===== config.mk =====
export PLATFORM = sky130hd
export DESIGN_NAME = fp_mul_pipe
export DESIGN_NICKNAME = d
export VERILOG_FILES = /design/src/rtl/fp_pkg.sv /design/src/rtl/fp_classify.sv /design/src/rtl/fp_mul_pipe.sv
export SDC_FILE = /design/constraint.sdc
export NUM_CORES = 2
export LEC_CHECK = 0
export ABC_AREA = 1
export CORE_AREA = 2 2 235 237
export DETAILED_ROUTE_END_ITERATION = 10
export DIE_AREA = 0 0 237 239
export MAX_ROUTING_LAYER = met4
export PLACE_DENSITY = 0.73
export SLEW_MARGIN = 0
export SYNTH_ARGS = -nofsm -noshare
export SYNTH_HDL_FRONTEND = slang
export SYNTH_SLANG_ARGS = --single-unit
export TNS_END_PERCENT = 20

===== constraint.sdc =====
create_clock -name clk -period 6.7 [get_ports clk]
set_input_delay 1.34 -clock clk [delete_from_list [all_inputs] [get_ports clk]]
set_output_delay 1.34 -clock clk [all_outputs]
set_load 0.02 [all_outputs]

===== src/rtl/fp_pkg.sv =====
// Shared types and constants for the pipelined floating-point multiplier.
package fp_pkg;

  typedef enum logic [1:0] {FP_ZERO, FP_NORM, FP_INF, FP_NAN} fp_class_e;

  localparam int FLG_INVALID   = 3;
  localparam int FLG_OVERFLOW  = 2;
  localparam int FLG_UNDERFLOW = 1;
  localparam int FLG_INEXACT   = 0;

  // Canonical quiet NaN {0, all-ones exponent, 1000...}, returned in the low bits.
  function automatic logic [127:0] fp_qnan(input int exp_w, input int man_w);
    logic [127:0] r;
    r = ((128'd1 << exp_w) - 128'd1) << man_w;
    r = r | (128'd1 << (man_w - 1));
    return r;
  endfunction

endpackage


===== src/rtl/fp_classify.sv =====
// Operand classifier: subnormals (exp=0) fold into ZERO so they flush downstream.
module fp_classify
  import fp_pkg::*;
#(
  parameter int EXP_W = 8,
  parameter int MAN_W = 23
) (
  input  logic [EXP_W-1:0] i_exp,
  input  logic [MAN_W-1:0] i_frac,
  output logic [1:0]       o_class
);

  fp_class_e w_cls;

  always_comb begin
    w_cls = FP_NORM;
    if (i_exp == '0)
      w_cls = FP_ZERO;
    else if (&i_exp)
      w_cls = (i_frac == '0) ? FP_INF : FP_NAN;
  end

  assign o_class = w_cls;

endmodule


===== src/rtl/fp_mul_pipe.sv =====
// 3-stage FP multiplier (unpack / normalize+round / special-select+pack) with global stall.
// Define FP_MUL_RNE_EN for round-to-nearest-even; otherwise the fraction is truncated.
module fp_mul_pipe
  import fp_pkg::*;
#(
  parameter int EXP_W = 8,
  parameter int MAN_W = 23
) (
  input  logic                 clk,
  input  logic                 rst,
  input  logic                 in_valid,
  output logic                 in_ready,
  input  logic [EXP_W+MAN_W:0] in_a,
  input  logic [EXP_W+MAN_W:0] in_b,
  output logic                 out_valid,
  input  logic                 out_ready,
  output logic [EXP_W+MAN_W:0] out_res,
  output logic [3:0]           out_flags
);

  localparam int W      = EXP_W + MAN_W + 1;
  localparam int PW     = 2 * (MAN_W + 1);
  localparam int EW     = EXP_W + 2;
  localparam int STAGES = 3;
  localparam int BIAS   = (1 << (EXP_W - 1)) - 1;
  localparam logic signed [EW-1:0] BIAS_E   = EW'(BIAS);
  localparam logic signed [EW-1:0] EMAX_E   = EW'((1 << EXP_W) - 1);
  localparam logic signed [EW-1:0] EZERO_E  = '0;
  localparam logic [127:0]         QNAN_ALL = fp_qnan(EXP_W, MAN_W);
  localparam logic [W-1:0]         QNAN     = QNAN_ALL[W-1:0];

  logic              w_adv;
  logic [STAGES:1]   r_vld_pipe;

  // S1: unpack / classify
  logic [1:0]        w_cls_a_raw, w_cls_b_raw;
  logic signed [EW-1:0] w_e1;
  logic [PW-1:0]     w_prod;
  logic              r1_sign;
  fp_class_e         r1_cls_a, r1_cls_b;
  logic signed [EW-1:0] r1_e;
  logic [PW-1:0]     r1_prod;

  // S2: normalize / round
  logic [PW-1:0]     w_norm;
  logic signed [EW-1:0] w_e2, w_e_f;
  logic [MAN_W-1:0]  w_frac, w_frac_f;
  logic              w_guard, w_sticky;
  logic              r2_sign, r2_inexact;
  fp_class_e         r2_cls_a, r2_cls_b;
  logic signed [EW-1:0] r2_e;
  logic [MAN_W-1:0]  r2_frac;

  // S3: special select / pack
  logic              w_any_nan, w_any_inf, w_any_zero;
  logic [W-1:0]      w_res;
  logic [3:0]        w_flags;
  logic [W-1:0]      r_res;
  logic [3:0]        r_flags;

  assign w_adv     = !r_vld_pipe[STAGES] || out_ready;
  assign in_ready  = w_adv;
  assign out_valid = r_vld_pipe[STAGES];
  assign out_res   = r_res;
  assign out_flags = r_flags;

  fp_classify #(.EXP_W(EXP_W), .MAN_W(MAN_W)) u_cls_a (
    .i_exp(in_a[W-2 -: EXP_W]), .i_frac(in_a[MAN_W-1:0]), .o_class(w_cls_a_raw));
  fp_classify #(.EXP_W(EXP_W), .MAN_W(MAN_W)) u_cls_b (
    .i_exp(in_b[W-2 -: EXP_W]), .i_frac(in_b[MAN_W-1:0]), .o_class(w_cls_b_raw));

  assign w_e1 = $signed({2'b00, in_a[W-2 -: EXP_W]}) + $signed({2'b00, in_b[W-2 -: EXP_W]}) - BIAS_E;
  assign w_prod = PW'({1'b1, in_a[MAN_W-1:0]}) * PW'({1'b1, in_b[MAN_W-1:0]});

  // Pre-shift so the leading one always sits at PW-1; the vacated LSB is zero.
  assign w_norm   = r1_prod[PW-1] ? r1_prod : {r1_prod[PW-2:0], 1'b0};
  assign w_e2     = r1_e + $signed({{(EW-1){1'b0}}, r1_prod[PW-1]});
  assign w_frac   = w_norm[PW-2 -: MAN_W];
  assign w_guard  = w_norm[PW-2-MAN_W];
  assign w_sticky = |w_norm[PW-3-MAN_W:0];

`ifdef FP_MUL_RNE_EN
  logic             w_rup;
  logic [MAN_W:0]   w_rnd;
  assign w_rup    = w_guard & (w_sticky | w_frac[0]);
  assign w_rnd    = {1'b0, w_frac} + {{MAN_W{1'b0}}, w_rup};
  // A carry out means the fraction wrapped to zero; bump the exponent.
  assign w_frac_f = w_rnd[MAN_W-1:0];
  assign w_e_f    = w_e2 + $signed({{(EW-1){1'b0}}, w_rnd[MAN_W]});
`else
  assign w_frac_f = w_frac;
  assign w_e_f    = w_e2;
`endif

  always_comb begin
    w_any_nan  = (r2_cls_a == FP_NAN)  || (r2_cls_b == FP_NAN);
    w_any_inf  = (r2_cls_a == FP_INF)  || (r2_cls_b == FP_INF);
    w_any_zero = (r2_cls_a == FP_ZERO) || (r2_cls_b == FP_ZERO);
    w_res      = {r2_sign, r2_e[EXP_W-1:0], r2_frac};
    w_flags    = '0;
    if (w_any_nan || (w_any_inf && w_any_zero)) begin
      w_res = QNAN;
      w_flags[FLG_INVALID] = 1'b1;
    end else if (w_any_inf) begin
      w_res = {r2_sign, {EXP_W{1'b1}}, {MAN_W{1'b0}}};
    end else if (w_any_zero) begin
      w_res = {r2_sign, {(W-1){1'b0}}};
    end else if (r2_e >= EMAX_E) begin
      w_res = {r2_sign, {EXP_W{1'b1}}, {MAN_W{1'b0}}};
      w_flags[FLG_OVERFLOW] = 1'b1;
      w_flags[FLG_INEXACT]  = 1'b1;
    end else if (r2_e <= EZERO_E) begin
      w_res = {r2_sign, {(W-1){1'b0}}};
      w_flags[FLG_UNDERFLOW] = 1'b1;
      w_flags[FLG_INEXACT]   = 1'b1;
    end else begin
      w_flags[FLG_INEXACT] = r2_inexact;
    end
  end

  always_ff @(posedge clk or posedge rst) begin
    if (rst) begin
      r_vld_pipe <= '0;
      r1_sign    <= 1'b0;
      r1_cls_a   <= FP_ZERO;
      r1_cls_b   <= FP_ZERO;
      r1_e       <= '0;
      r1_prod    <= '0;
      r2_sign    <= 1'b0;
      r2_cls_a   <= FP_ZERO;
      r2_cls_b   <= FP_ZERO;
      r2_e       <= '0;
      r2_frac    <= '0;
      r2_inexact <= 1'b0;
      r_res      <= '0;
      r_flags    <= '0;
    end else if (w_adv) begin
      r_vld_pipe <= {r_vld_pipe[STAGES-1:1], in_valid};
      r1_sign    <= in_a[W-1] ^ in_b[W-1];
      r1_cls_a   <= fp_class_e'(w_cls_a_raw);
      r1_cls_b   <= fp_class_e'(w_cls_b_raw);
      r1_e       <= w_e1;
      r1_prod    <= w_prod;
      r2_sign    <= r1_sign;
      r2_cls_a   <= r1_cls_a;
      r2_cls_b   <= r1_cls_b;
      r2_e       <= w_e_f;
      r2_frac    <= w_frac_f;
      r2_inexact <= w_guard | w_sticky;
      // Bubbles leave the output as zero so flags never leak without out_valid.
      r_res      <= r_vld_pipe[2] ? w_res : '0;
      r_flags    <= r_vld_pipe[2] ? w_flags : '0;
    end
  end

endmodule


==> results.ini <==
[status]
outcome = complete, but fails checks
violations = setup timing

[synth]
ys_types = 39
yosysWarnings = 0
syn_avg_cell_area_sq_um = 7.49
synth_seq_area_share = 0.131
syn-num-nets = 4328
synth_cells = 3587
synthArstFlopShare = 1.00
synth_area_sq_um = 26900
synth_top_flop_cell = dfrtp_1
synth-edff-count = 0
ys_ff_latch = 141

[cts]
cts_buffers = 17
hold_buffers = 0
clk_latency_ns = 0.42
cts_tree = done
cts_num_sinks = 141
htree_levels = 4
clock_tree.buffer_depth = 2
path_clk_slew_ns = 0.06
cts-root-buf = clkbuf_16

[setup_path]
critical_path_class = input port to flop
end_kind = flop
worst_ep_required_time_ns = 7.01
critPathMaxFanout = 7
critPathLaunchType = input port
cp.arrival_ns = 7.03

[place]
gp_congestion = 0.953
port_buffers = 105
hpwl_um = 58700
dp_cells = 4488

[drt]
drtPass1Iterations = 6
viasPerCell = 5.13
wirelength_um = 80600
vias = 23800
drc = 0
wl_per_cell_um = 17.4
drt.antenna.violating_nets = 0
drt_iter0_markers = 1809

[cells_and_area]
layout-drive-gt1-share = 0.208
antenna_cells = 0
synthToLayoutAreaGrowth_pct = 27.3
layout.nets = 4663
fin_cells = 4639

[global_route]
grt_use_total = 0.294
grt_pass1_wl_um = 127000
grt_overflow = 0
grt_pass1_vias = 24600
antenna_found_initial = 0
grt_max_degree = 111

[flow_run]
maxCapViolCount = 0

[floorplanning]
coreArea_sq_um = 54300
die_area_sq_um = 56600
start_util = 0.495
die_w_um = 237
io_pins = 106
die_h_um = 239
fp-row-count = 86

[timing]
fin_ws_ns = -0.0195
hold_violations = 0
fmax_ghz = 0.149
fin_skew_ns = 0.0118
rsz0062_at_grt = yes
min_period_over_period = 1.00
finalCriticalPeriod_ns = 6.72
maxSlewHeadroom = 0.260
setup_viol = 1
maxSlewViolCount = 0
tightest_slew_ns = 1.11

[min_path]
worst_hold_path_type = flop to flop

## metal layers
metal,vias to the layer above,part of all wire,global-route usage
li1,10900,-,-
met5,-,0,-
met2,1110,0.47,0.481
met4,0,0.056,0.123
met3,334,0.095,0.0508
met1,11500,0.38,0.363
## through the flow
| stage | cell area [sq um] | setup TNS [ns] | hold slack, ns | util | setup slack, ns |
|---|---|---|---|---|---|
| 2_1_floorplan | 27000 | -0.00593 | 0.432 | - | -0.00374 |
| 3_3_place_gp | 30600 | -27.55 | 0.448 | 0.563 | -0.999 |
| 3_5_place_dp | 30600 | -29.88 | 0.452 | 0.563 | -1.06 |
| 4_1_cts | 33200 | 0 | 0.467 | 0.611 | 0.0000204 |
| 5_1_grt | 34200 | -1.88 | 0.500 | 0.630 | -0.131 |
| 6_report | 34200 | -0.0195 | 0.473 | 0.630 | -0.0195 |
## Yosys cell counts (all sizes together) (4+ instances only)
master | instances | area [sq um]
inv | 1109 | 4160
nand4 | 18 | 113
xnor2 | 24 | 210
nor2 | 101 | 417
nand2 | 1064 | 4000
o21bai | 8 | 63.8
clkbuf | 126 | 473
buf | 16 | 90.1
o21ai | 100 | 576
fa | 483 | 9670
nor4 | 20 | 125
a211oi | 8 | 60.1
nor3 | 13 | 65.1
nand3 | 81 | 440
ha | 190 | 2380
or2 | 7 | 43.8
o22ai | 10 | 62.6
a21oi | 45 | 233
o211ai | 14 | 105
dfrtp | 141 | 3530
xor2 | 4 | 35.0
## registers in the layout, summed over array words and instances (netlist names)
name and cells:
r2_frac 23, r1_sign 1, r2_cls_a 2, r2_cls_b 2, r2_sign 1, out_res 32, r_vld_pipe 3, r1_prod 48
r2_inexact 1, r1_cls_b 2, r1_cls_a 2, out_flags 4, r2_e 10, r1_e 10
## cell families after synthesis
kind of cell	synth area share
compound gates	0.0418
fa+ha+maj	0.448
buf+inv	0.176
xor+xnor	0.00912
simple gates	0.194
flops	0.131
## cells in the final DEF (no fill, tap or decap), types with 27 or more instances in the layout
cell type and count:
nand2_2 92, nand2_1 945, fa_2 35, dfrtp_1 141, fa_1 448, buf_6 53, nor2_1 57, o21ai_0 68
inv_2 89, nand2_4 27, buf_4 226, buf_12 59, a21oi_1 27, ha_1 160, nand3_1 60, clkdlybuf4s50_1 59
ha_4 29, inv_1 1016
## final timing paths
path                          startpoint            end  slack (ns)  cells past startpoint
max                             in_b[14]    r1_prod[40]       -0.02                     27
min                        r_vld_pipe[2]  r_vld_pipe[3]        0.47                      2
max reg2reg                r_vld_pipe[3]    out_res[21]        4.00                      8
min reg2reg                r_vld_pipe[2]  r_vld_pipe[3]        0.47                      2
max in group asynchronous            rst    out_res[15]        4.11                      3
min in group asynchronous            rst     r1_prod[1]        1.47                      2
## repair_timing
item	in CTS	in global routing
setup endpoints to repair	34	34
gates resized for setup	358	374
cloned	17	7
pin swaps	133	218
setup buffers	71	31
## cell type report
cell class                 instances  area (sq um)
clock inverter                     9           158
sequential                       141          3530
inverter                        1110          4180
tap                              704           881
fill                            4368         20100
clock buffer                      23           478
timing repair buffer             458          5060
multi-input combinational       2194         19900
## worst max-delay path, stage by stage
cell	delay [ns]
buf_6	0.10
buf_12	0.14
nand2_4	0.05
inv_2	0.03
fa_1	0.57
inv_2	0.05
fa_1	0.55
inv_2	0.04
fa_1	0.60
fa_1	0.47
fa_2	0.50
fa_1	0.55
inv_2	0.06
fa_1	0.53
inv_2	0.05
ha_4	0.30
nand2_4	0.08
nor2_4	0.16
nand2_2	0.07
inv_2	0.07
nand4_1	0.17
nand3_4	0.19
nand2_2	0.09
nand2_2	0.06
nand2_1	0.06
nand3_2	0.07
nand2_1	0.07
Power is left out: the tool's default activity adds up to more than one toggle a clock period on the data nets, which glitch-free logic cannot reach.
